### src/rtl/vec_issue_queue_pkg.sv
// Shared definitions for the vector issue queue: bridge bus structs, SEW codes, queue entry.
package vec_issue_queue_pkg;

  localparam int unsigned VIQ_VL_W  = 8;
  // Width of the tag field carried inside a queue entry; the top's TAG_W must match.
  localparam int unsigned VIQ_TAG_W = 3;

  // Element width codes carried on DEC_SEW / CORE_ISSUE.sew.
  localparam logic [2:0] SEW_E8  = 3'd0;
  localparam logic [2:0] SEW_E16 = 3'd1;
  localparam logic [2:0] SEW_E32 = 3'd2;
  localparam logic [2:0] SEW_E64 = 3'd3;

  typedef struct packed {
    logic                valid;
    logic [31:0]         instr;
    logic [VIQ_VL_W-1:0] vl;
    logic [2:0]          sew;
  } core_issue_bus;

  typedef struct packed {
    logic        valid;
    logic [63:0] data;
  } core_completed_bus;

  typedef struct packed {
    logic [31:0]          instr;
    logic [VIQ_VL_W-1:0]  vl;
    logic [2:0]           sew;
    logic [VIQ_TAG_W-1:0] tag;
  } viq_entry_t;

endpackage

### src/rtl/vec_issue_queue_if.sv
// Decode / bridge / writeback signal bundle of the vector issue queue.
// slave: the queue itself; master: the surrounding core and bridge.
interface vec_issue_queue_if #(
  parameter int unsigned TAG_W = vec_issue_queue_pkg::VIQ_TAG_W
);
  import vec_issue_queue_pkg::*;

  logic                DEC_VALID;
  logic [31:0]         DEC_INSTR;
  logic [VIQ_VL_W-1:0] DEC_VL;
  logic [2:0]          DEC_SEW;
  logic                DEC_READY;
  logic                FLUSH;
  core_issue_bus       CORE_ISSUE;
  logic                CORE_HALT;
  core_completed_bus   CORE_COMPLETED;
  logic                WB_VALID;
  logic [63:0]         WB_DATA;
  logic [TAG_W-1:0]    WB_TAG;
  logic                ERR_STRAY;

  modport slave (
    input  DEC_VALID, DEC_INSTR, DEC_VL, DEC_SEW, FLUSH, CORE_HALT, CORE_COMPLETED,
    output DEC_READY, CORE_ISSUE, WB_VALID, WB_DATA, WB_TAG, ERR_STRAY
  );

  modport master (
    output DEC_VALID, DEC_INSTR, DEC_VL, DEC_SEW, FLUSH, CORE_HALT, CORE_COMPLETED,
    input  DEC_READY, CORE_ISSUE, WB_VALID, WB_DATA, WB_TAG, ERR_STRAY
  );

endinterface

### src/rtl/viq_fifo.sv
// Synchronous FIFO with push/pop/flush and occupancy count. Pointers carry one extra
// wrap bit so full and empty are told apart by the MSB. A flush in the same cycle as a
// pop lets the pop complete and discards everything behind it.
module viq_fifo #(
  parameter type         T     = logic [7:0],
  parameter int unsigned Depth = 4,
  localparam int unsigned IdxW = $clog2(Depth),
  localparam int unsigned PtrW = IdxW + 1
) (
  input  logic            clk_i,
  input  logic            rst_i,
  input  logic            push_i,
  input  T                wdata_i,
  input  logic            pop_i,
  input  logic            flush_i,
  output T                rdata_o,
  output logic [PtrW-1:0] count_o,
  output logic            full_o
);

  T                mem_q [Depth];
  logic [PtrW-1:0] wptr_q, wptr_d;
  logic [PtrW-1:0] rptr_q, rptr_d;
  logic            empty;
  logic            do_push;
  logic            do_pop;

  // Occupancy flags and pointer next-state.
  always_comb begin
    empty   = (wptr_q == rptr_q);
    full_o  = (wptr_q[PtrW-1] != rptr_q[PtrW-1]) && (wptr_q[IdxW-1:0] == rptr_q[IdxW-1:0]);
    count_o = wptr_q - rptr_q;
    rdata_o = mem_q[rptr_q[IdxW-1:0]];
    do_pop  = pop_i && !empty;
    do_push = push_i && !full_o && !flush_i;
    rptr_d  = do_pop ? rptr_q + PtrW'(1) : rptr_q;
    if (flush_i) begin
      wptr_d = rptr_d;
    end else begin
      wptr_d = do_push ? wptr_q + PtrW'(1) : wptr_q;
    end
  end

  // Pointer registers.
  always_ff @(posedge clk_i) begin
    if (rst_i) begin
      wptr_q <= '0;
      rptr_q <= '0;
    end else begin
      wptr_q <= wptr_d;
      rptr_q <= rptr_d;
    end
  end

  // Storage; contents need no reset since the pointers gate every read.
  always_ff @(posedge clk_i) begin
    if (do_push) begin
      mem_q[wptr_q[IdxW-1:0]] <= wdata_i;
    end
  end

endmodule

### src/rtl/vec_issue_queue.sv
// Vector issue queue: buffers decoded vector instructions, issues them to the OVI bridge
// under CORE_HALT back-pressure, tracks issued tags in order and returns completions to
// writeback with their tag.
// Optional feature: define VIQ_BYPASS_EN for a zero-cycle decode->issue path when empty.
module vec_issue_queue
  import vec_issue_queue_pkg::*;
#(
  parameter int unsigned DEPTH        = 4,
  parameter int unsigned MAX_INFLIGHT = 4,
  parameter int unsigned TAG_W        = VIQ_TAG_W
) (
  input logic              CLK,
  input logic              RST,
  vec_issue_queue_if.slave bus
);

  localparam int unsigned QCntW   = $clog2(DEPTH) + 1;
  localparam int unsigned InfCntW = $clog2(MAX_INFLIGHT) + 1;

  viq_entry_t           dec_entry;
  viq_entry_t           head;
  logic [QCntW-1:0]     q_count;
  logic                 q_full;
  logic [InfCntW-1:0]   inf_count;
  logic                 inf_full;
  logic [TAG_W-1:0]     inf_head;
  logic [TAG_W-1:0]     inf_tag_in;
  logic                 q_nonempty;
  logic                 inf_nonempty;
  logic                 dec_ready;
  logic                 dec_fire;
  logic                 bypass;
  logic                 issue_fire;
  logic                 q_push;
  logic                 q_pop;
  logic                 inf_pop;
  core_issue_bus        issue;

  logic [TAG_W-1:0]     tag_cnt_q, tag_cnt_d;
  logic                 wb_valid_q, wb_valid_d;
  logic [63:0]          wb_data_q, wb_data_d;
  logic [TAG_W-1:0]     wb_tag_q, wb_tag_d;
  logic                 err_q, err_d;

  // Handshake, issue selection and FIFO control.
  always_comb begin
    q_nonempty   = (q_count != '0);
    inf_nonempty = (inf_count != '0);
    dec_ready    = !RST && !bus.FLUSH && !q_full;
    dec_fire     = bus.DEC_VALID && dec_ready;

    dec_entry.instr = bus.DEC_INSTR;
    dec_entry.vl    = bus.DEC_VL;
    dec_entry.sew   = bus.DEC_SEW;
    dec_entry.tag   = VIQ_TAG_W'(tag_cnt_q);

    issue.valid = !RST && q_nonempty && !inf_full;
    issue.instr = head.instr;
    issue.vl    = head.vl;
    issue.sew   = head.sew;
`ifdef VIQ_BYPASS_EN
    bypass = !RST && !q_nonempty && bus.DEC_VALID && !inf_full && !bus.FLUSH;
    if (bypass) begin
      issue.valid = 1'b1;
      issue.instr = bus.DEC_INSTR;
      issue.vl    = bus.DEC_VL;
      issue.sew   = bus.DEC_SEW;
    end
`else
    bypass = 1'b0;
`endif
    issue_fire = issue.valid && !bus.CORE_HALT;
    // A bypassed instruction that issues at once never touches the FIFO.
    q_push     = dec_fire && !(bypass && issue_fire);
    q_pop      = issue_fire && !bypass;
    inf_tag_in = bypass ? tag_cnt_q : TAG_W'(head.tag);
    inf_pop    = !RST && bus.CORE_COMPLETED.valid && inf_nonempty;
  end

  // Next-state for tag counter, writeback registers and the sticky stray flag.
  always_comb begin
    tag_cnt_d  = dec_fire ? tag_cnt_q + TAG_W'(1) : tag_cnt_q;
    wb_valid_d = inf_pop;
    wb_data_d  = inf_pop ? bus.CORE_COMPLETED.data : wb_data_q;
    wb_tag_d   = inf_pop ? inf_head : wb_tag_q;
    err_d      = err_q || (bus.CORE_COMPLETED.valid && !inf_nonempty);
  end

  // State registers; reset discards everything, FLUSH never reaches these.
  always_ff @(posedge CLK) begin
    if (RST) begin
      tag_cnt_q  <= '0;
      wb_valid_q <= 1'b0;
      wb_data_q  <= '0;
      wb_tag_q   <= '0;
      err_q      <= 1'b0;
    end else begin
      tag_cnt_q  <= tag_cnt_d;
      wb_valid_q <= wb_valid_d;
      wb_data_q  <= wb_data_d;
      wb_tag_q   <= wb_tag_d;
      err_q      <= err_d;
    end
  end

  viq_fifo #(
    .T     (viq_entry_t),
    .Depth (DEPTH)
  ) u_instr_fifo (
    .clk_i   (CLK),
    .rst_i   (RST),
    .push_i  (q_push),
    .wdata_i (dec_entry),
    .pop_i   (q_pop),
    .flush_i (bus.FLUSH),
    .rdata_o (head),
    .count_o (q_count),
    .full_o  (q_full)
  );

  viq_fifo #(
    .T     (logic [TAG_W-1:0]),
    .Depth (MAX_INFLIGHT)
  ) u_inflight_fifo (
    .clk_i   (CLK),
    .rst_i   (RST),
    .push_i  (issue_fire),
    .wdata_i (inf_tag_in),
    .pop_i   (inf_pop),
    .flush_i (1'b0),
    .rdata_o (inf_head),
    .count_o (inf_count),
    .full_o  (inf_full)
  );

  assign bus.DEC_READY  = dec_ready;
  assign bus.CORE_ISSUE = issue;
  assign bus.WB_VALID   = wb_valid_q;
  assign bus.WB_DATA    = wb_data_q;
  assign bus.WB_TAG     = wb_tag_q;
  assign bus.ERR_STRAY  = err_q;

endmodule

### src/flat_wrapper.sv
// flat-port wrapper written by rule: the top's interface ports become plain ports
module vec_issue_queue_flat import vec_issue_queue_pkg::*;
#(
  parameter int unsigned DEPTH        = 4,
  parameter int unsigned MAX_INFLIGHT = 4,
  parameter int unsigned TAG_W        = VIQ_TAG_W
)
  (CLK, RST, bus_DEC_VALID, bus_DEC_INSTR, bus_DEC_VL, bus_DEC_SEW, bus_FLUSH, bus_CORE_HALT, bus_CORE_COMPLETED, bus_DEC_READY, bus_CORE_ISSUE, bus_WB_VALID, bus_WB_DATA, bus_WB_TAG, bus_ERR_STRAY);
  vec_issue_queue_if #(.TAG_W(TAG_W)) bus_i ();
  input logic CLK;
  input logic RST;
  input wire logic [$bits(bus_i.DEC_VALID)-1:0] bus_DEC_VALID;
  input wire logic [$bits(bus_i.DEC_INSTR)-1:0] bus_DEC_INSTR;
  input wire logic [$bits(bus_i.DEC_VL)-1:0] bus_DEC_VL;
  input wire logic [$bits(bus_i.DEC_SEW)-1:0] bus_DEC_SEW;
  input wire logic [$bits(bus_i.FLUSH)-1:0] bus_FLUSH;
  input wire logic [$bits(bus_i.CORE_HALT)-1:0] bus_CORE_HALT;
  input wire logic [$bits(bus_i.CORE_COMPLETED)-1:0] bus_CORE_COMPLETED;
  output wire logic [$bits(bus_i.DEC_READY)-1:0] bus_DEC_READY;
  output wire logic [$bits(bus_i.CORE_ISSUE)-1:0] bus_CORE_ISSUE;
  output wire logic [$bits(bus_i.WB_VALID)-1:0] bus_WB_VALID;
  output wire logic [$bits(bus_i.WB_DATA)-1:0] bus_WB_DATA;
  output wire logic [$bits(bus_i.WB_TAG)-1:0] bus_WB_TAG;
  output wire logic [$bits(bus_i.ERR_STRAY)-1:0] bus_ERR_STRAY;
  assign bus_i.DEC_VALID = bus_DEC_VALID;
  assign bus_i.DEC_INSTR = bus_DEC_INSTR;
  assign bus_i.DEC_VL = bus_DEC_VL;
  assign bus_i.DEC_SEW = bus_DEC_SEW;
  assign bus_i.FLUSH = bus_FLUSH;
  assign bus_i.CORE_HALT = bus_CORE_HALT;
  assign bus_i.CORE_COMPLETED = bus_CORE_COMPLETED;
  assign bus_DEC_READY = bus_i.DEC_READY;
  assign bus_CORE_ISSUE = bus_i.CORE_ISSUE;
  assign bus_WB_VALID = bus_i.WB_VALID;
  assign bus_WB_DATA = bus_i.WB_DATA;
  assign bus_WB_TAG = bus_i.WB_TAG;
  assign bus_ERR_STRAY = bus_i.ERR_STRAY;
  vec_issue_queue #(.DEPTH(DEPTH), .MAX_INFLIGHT(MAX_INFLIGHT), .TAG_W(TAG_W)) u_core (.CLK(CLK), .RST(RST), .bus(bus_i));
endmodule
### config.mk
export PLATFORM = sky130hd
export DESIGN_NAME = vec_issue_queue_flat
export DESIGN_NICKNAME = d
export VERILOG_FILES = /design/src/rtl/vec_issue_queue_pkg.sv /design/src/rtl/vec_issue_queue_if.sv /design/src/rtl/viq_fifo.sv /design/src/rtl/vec_issue_queue.sv /design/src/flat_wrapper.sv
export SDC_FILE = /design/constraint.sdc
export NUM_CORES = 1
export LEC_CHECK = 0
export BUFFER_PORTS_ARGS = -buffer_cell sky130_fd_sc_hd__buf_2
export CAP_MARGIN = 25
export CELL_PAD_IN_SITES_DETAIL_PLACEMENT = 1
export CELL_PAD_IN_SITES_GLOBAL_PLACEMENT = 2
export CORE_ASPECT_RATIO = 1.25
export CORE_MARGIN = 8
export CORE_UTILIZATION = 30
export DETAILED_ROUTE_END_ITERATION = 8
export PLACE_DENSITY = 0.68
export SKIP_CTS_REPAIR_TIMING = 1
export SLEW_MARGIN = 20
export SYNTH_ARGS = -nofsm -noshare
export SYNTH_HDL_FRONTEND = slang
export SYNTH_SLANG_ARGS = --single-unit
### constraint.sdc
create_clock -name CLK -period 4.4 [get_ports CLK]
set_clock_uncertainty 0.1 [all_clocks]
set_input_delay 1.32 -clock CLK [delete_from_list [all_inputs] [get_ports CLK]]
set_output_delay 1.32 -clock CLK [all_outputs]
set_load 0.02 [all_outputs]
Word-level counts from Yosys, hierarchy flattened
Memory sizes are Yosys's and may differ from the RTL's. A register that Yosys moved wholly into a read port is not among the register bits.
Cells that the tools add are included.
{"block": "classes", "n_addsub": 7, "n_eq_ne": 6, "mux": 8, "n_reduce_logical": 28}
{"cell": "1-bit logical AND", "n": 16}
{"cell": "3-bit by 1-bit adder with 3-bit output, second input constant", "n": 5}
{"cell": "3-bit two-way mux", "n": 3}
{"cell": "1-bit logical NOT", "n": 8}
{"cell": "3-bit == test", "n": 2}
{"cell": "3-bit nonzero test", "n": 2}
{"cell": "3-bit subtractor", "n": 2}
{"cell": "2-bit == test", "n": 2}
{"cell": "1-bit two-way mux", "n": 4}
{"cell": "2-bit two-way mux", "n": 1}
{"cell": "1-bit != test", "n": 2}
{"cell": "2-bit nonzero test", "n": 1}
{"cell": "1-bit logical OR", "n": 1}
{"block": "totals", "ff_bits": 81, "mem_bits_rw": 196, "in_bits": 113, "output_inout_bits": 114, "elab_cells": 59, "n_memories": 2}
{"memory": "u_core.u_instr_fifo.mem_q", "words": 4, "word_bits": 46, "read_ports": 1, "rd_ports_with_merged_regs": 1, "wr": 1, "line": "viq_fifo.sv:21", "rtl": "T mem_q [Depth];"}
{"memory": "u_core.u_inflight_fifo.mem_q", "words": 4, "word_bits": 3, "read_ports": 1, "rd_ports_with_merged_regs": 1, "wr": 1, "line": "viq_fifo.sv:21"}

Logic depth before layout (Yosys ltp)
{"block": "logic_depth", "ltp_word": 9, "depth_mapped": 9, "mapped_depth_nobuf": 7}

Hierarchy
A second synthesis with hierarchy kept.
{"block": "hier_totals", "hier_cells": 607, "hier_area_um2": 10931.7}
{"mod": "viq_fifo (u_core.u_instr_fifo)", "n_inst": 1, "cells_per_inst": 298, "area_each_um2": 7105.6, "seq_area_each_um2": 5645.4}
{"mod": "vec_issue_queue", "n_inst": 1, "cells_per_inst": 240, "area_each_um2": 2924.1, "seq_area_each_um2": 1441.4}
{"mod": "viq_fifo (u_core.u_inflight_fifo)", "n_inst": 1, "cells_per_inst": 69, "area_each_um2": 902.1, "seq_area_each_um2": 480.5}

Worst setup path before layout
OpenSTA, ideal clock, no wires.
{"block": "synth_path", "kind": "input -> register", "start": "input port bus_FLUSH", "end": "memory u_core.u_instr_fifo.mem_q[3][0] (netlist bit), enable pin", "setup_time_ps": 408, "arrival_time_ps": 3186, "required_time_ps": 3892, "path_slack_ps": 706, "path_stages": 3, "n_path_buf": 0, "cell_sequence": "or2_2 -> a211oi_2 -> and2_1"}
{"block": "synth_via", "elab_chain_len": 8}
{"element": "from (decl)", "line": "flat_wrapper.sv:16", "rtl": "input wire logic [$bits(bus_i.FLUSH)-1:0] bus_FLUSH;"}
{"element": "1-bit logical NOT *", "line": "viq_fifo.sv:35, vec_issue_queue.sv:49"}
{"element": "1-bit logical AND (2 in series)", "line": "vec_issue_queue.sv:49", "rtl": "dec_ready = !RST && !bus.FLUSH && !q_full;"}
{"element": "1-bit logical AND", "line": "vec_issue_queue.sv:50", "rtl": "dec_fire = bus.DEC_VALID && dec_ready;"}
{"element": "1-bit logical AND", "line": "viq_fifo.sv:35", "rtl": "do_push = push_i && !full_o && !flush_i;"}
{"element": "1-bit logical AND *", "line": "viq_fifo.sv:35"}
{"element": "1-bit two-way mux *", "line": "viq_fifo.sv:57", "rtl": "if (do_push) begin"}
{"element": "1-bit two-way mux (implied by the code) *", "line": "viq_fifo.sv:58", "rtl": "mem_q[wptr_q[IdxW-1:0]] <= wdata_i;"}
{"element": "to (decl)", "line": "viq_fifo.sv:21"}
Every way passes the cells marked *; elsewhere a longest branch is shown, timed or not.

Final worst setup path
{"block": "layout_path", "start": "register u_core.u_instr_fifo.rptr_q[0]", "end": "output port bus_CORE_ISSUE[43]"}
{"block": "layout_via", "elab_chain_len": 4}
{"element": "from (decl)", "line": "viq_fifo.sv:23", "rtl": "logic [PtrW-1:0] rptr_q, rptr_d;"}
{"element": "from (signal assigned)", "line": "viq_fifo.sv:51", "rtl": "rptr_q <= rptr_d;"}
{"element": "3-bit subtractor", "line": "viq_fifo.sv:32", "rtl": "count_o = wptr_q - rptr_q;"}
{"element": "3-bit nonzero test", "line": "vec_issue_queue.sv:47", "rtl": "q_nonempty = (q_count != '0);"}
{"element": "1-bit logical AND (2 in series)", "line": "vec_issue_queue.sv:57", "rtl": "issue.valid = !RST && q_nonempty && !inf_full;"}
{"element": "to (decl)", "line": "flat_wrapper.sv:20", "rtl": "output wire logic [$bits(bus_i.CORE_ISSUE)-1:0] bus_CORE_ISSUE;"}
No other way between the ends.

==> out/results.ini <==
[floorplan]
die-width_um=187
num_io_pins=227
die_h_um=229
rows=78
design.die.area_um2=42800
initial_core_util_pct=30.2
coreArea_um2=36100

[global_routing]
grt.met2_usage_pct=19.7
grt_use_met3_pct=4.41
antenna_found_initial=3
grt_overflow=0
top_usage_layer=met2
grt_pass1_vias=6836
met1_usage_pct=15.3
grt_use_total_pct=12.2
grt_pass1_wl_um=41500
grt_max_degree=69

[route]
drt_wl_total_um=26900
wl_per_cell_um=18.9
avgViaCountPerCell=4.49
drt_first_pass_iters=4
ant_nets=0
via_count=6386
drt_iter0_drc=208
route.detailed.drc=0

[status]
status=finished, final reports clean

[logic_synthesis]
synth_top_family_by_area=multiplexers
ys_seq_area_share_pct=69.4
syn_area_per_cell_um2=14.9
synth-simple-area-share_pct=7.03
yosys.area.top_type=edfxtp_1
syn_area_um2=10900
synth_seq_cells=280
synth_mux_area_share_pct=11.0
synthXorXnorAreaFrac_pct=0.792
synth_commonest_cells=196 x edfxtp_1, 141 x nand2_1, 84 x dfxtp_1
synth_compound_area_share_pct=4.77
synth-adder-area-share_pct=1.90
synth_edf_count=196
yosys-top-cells-area=edfxtp_1 54%, dfxtp_1 15%, mux4_2 10%
synth_top_area_share_pct=54.0
yosysWarnings=0
synth_cells=731
yosysUniqueCellTypes=39
yosysMostFrequentCell=edfxtp_1
syn_nets=860
async_flop_share_pct=0
synthFlopType=edfxtp_1

[critical_path]
crit_fanout=18
crit_arrival_ns=2.49
cp-end-kind=primary output
crit_chain=ha_1, nor2b_1, xnor2_1, nor2_1, nor3_1, buf_2
critPathLaunchType=flip-flop
critical_path_class=flip-flop to primary output
ff2ff_setup_slack_ns=1.52
cpMaxStageDelayCell=dfxtp_4
worstPathRequired_ns=2.98
cp_slowest_stage_delay_ns=0.58
worst-path-buf-inv=1
crit_family=simple AND/OR/NAND/NOR gates

[clocking]
cts_root_buffer=clkbuf_16
clock_sinks=280
clk_latency_ns=0.56
cts.path.max_buffers=3
tritoncts.num_buffers=30
clkTransAtPathRegs_ns=0.07
htreeDepth=1
tritoncts=done

[finish]
drive_above_1_share_pct=36.4
fillers=3852
area_delta_synth_final_pct=21.4
layout.nets=1048

[sta]
fmax_mhz=256
rsz0062_at_grt=no
fin_setup_tns_ns=0
setup_viol=0
hold_viol_final=0
tightestPinTransition_ns=0.780
slew_violations=0
whs_ns=0.349
max-slew-margin-rel_pct=48.0
period_minus_slack_ns=3.91
period_share_pct=88.9

[placement]
io_buffers=226
routabilityCongestion=0.676
dp.final_hpwl_um=17400

[min_path]
hp-class=flip-flop to flip-flop

[power_and_ir_drop]
p_leak_nw=4.83
irDropWorstVdd_v=0.000422
power_density_nw_per_um2=446

[job]
max_cap_violations=0

==> worst reg2reg max path: stages (launching register included) <==
cell and delay (ns):
dfxtp_4 0.58, ha_1 0.32, and2_1 0.21, a211oi_2 0.53, and2_2 0.50, buf_12 0.29
==> metal layers <==
| metal | wire, um | share of wire [%] |
|---|---|---|
| met5 | 36 | 0.13 |
| met4 | 520 | 1.9 |
| met3 | 2250 | 8.4 |
| met2 | 12100 | 45 |
| met1 | 12000 | 45 |
==> final cells by class <==
cell class                 count  area [um^2]  share of cell area (%)
multi-input combinational    361         2790                    21.1
clock buffer                  33          783                    5.91
tap                          480          601                    4.53
antenna                        1         2.50                  0.0189
inverter                      10         37.5                   0.283
sequential                   280         7570                    57.2
timing repair buffer         236         1270                    9.58
clock inverter                20          190                    1.44
==> final timing paths <==
| kind | from | endpoint | depth (start not counted) |
|---|---|---|---|
| setup / recovery | u_core.u_instr_fifo.rptr_q[0] | bus_CORE_ISSUE[43] | 6 |
| hold reg to reg | u_core.bus.WB_DATA[14] | u_core.bus.WB_DATA[14] | 2 |
| hold / removal | u_core.bus.WB_DATA[14] | u_core.bus.WB_DATA[14] | 2 |
| setup reg to reg | u_core.u_instr_fifo.rptr_q[0] | u_core.u_instr_fifo.mem_q[2][8] | 5 |
==> cell families (layout without fill, tap and decap cells) <==
family / Yosys count / count (layout)
adder cells (fa/ha/maj): 16 / 16
XOR/XNOR: 8 / 8
AND/OR/NAND/NOR: 185 / 185
buffers and inverters: 90 / 299
other: 0 / 1
flip-flops: 280 / 280
AO/OA/AOI/OAI: 94 / 94
multiplexers: 58 / 58
==> stage by stage <==
step	instance area, um^2	std cells	power, W	setup slack, ns	util [%]
final	13200	1421	0.00590	0.491	36.7
after detailed placement	12300	1367	0.00346	0.683	34.0
after global placement	12300	1367	0.00346	0.721	34.0
after CTS	13200	1420	0.00602	0.394	36.7
after global routing	13200	1420	0.00615	0.247	36.7
after floorplan	10900	731	0.00329	0.706	-
==> state kept, by name, indices dropped and copies added (netlist names) <==
name / cells
u_core.u_instr_fifo.rptr_q: 3
u_core.u_inflight_fifo.mem_q: 12
u_core.u_instr_fifo.mem_q: 184
u_core.bus.WB_TAG: 3
u_core.tag_cnt_q: 3
u_core.u_instr_fifo.wptr_q: 3
u_core.bus.ERR_STRAY: 1
u_core.bus.WB_VALID: 1
u_core.u_inflight_fifo.wptr_q: 3
u_core.u_inflight_fifo.rptr_q: 3
u_core.bus.WB_DATA: 64
==> cell usage in the layout, fill, tap and decap left out, types with 6 or more instances in the layout <==
cell / netlist / layout
mux2i_1: 8 / 8
a21oi_1: 72 / 72
clkinv_1: 0 / 6
nor2_1: 14 / 14
edfxtp_1: 196 / 196
ha_1: 15 / 15
buf_2: 12 / 226
clkbuf_16: 0 / 31
o21ai_0: 6 / 6
dfxtp_1: 84 / 82
mux4_2: 49 / 49
inv_1: 10 / 10
nand2_1: 141 / 141
==> report_power, final <==
part           switching [W]  internal, W  total, W  leakage, nW
registers          0.0000333      0.00288   0.00292         2.47
logic               0.000307     0.000170  0.000477         1.87
clock network        0.00105      0.00146   0.00251        0.482
Note: power is estimated with default switching activity, not from simulation.
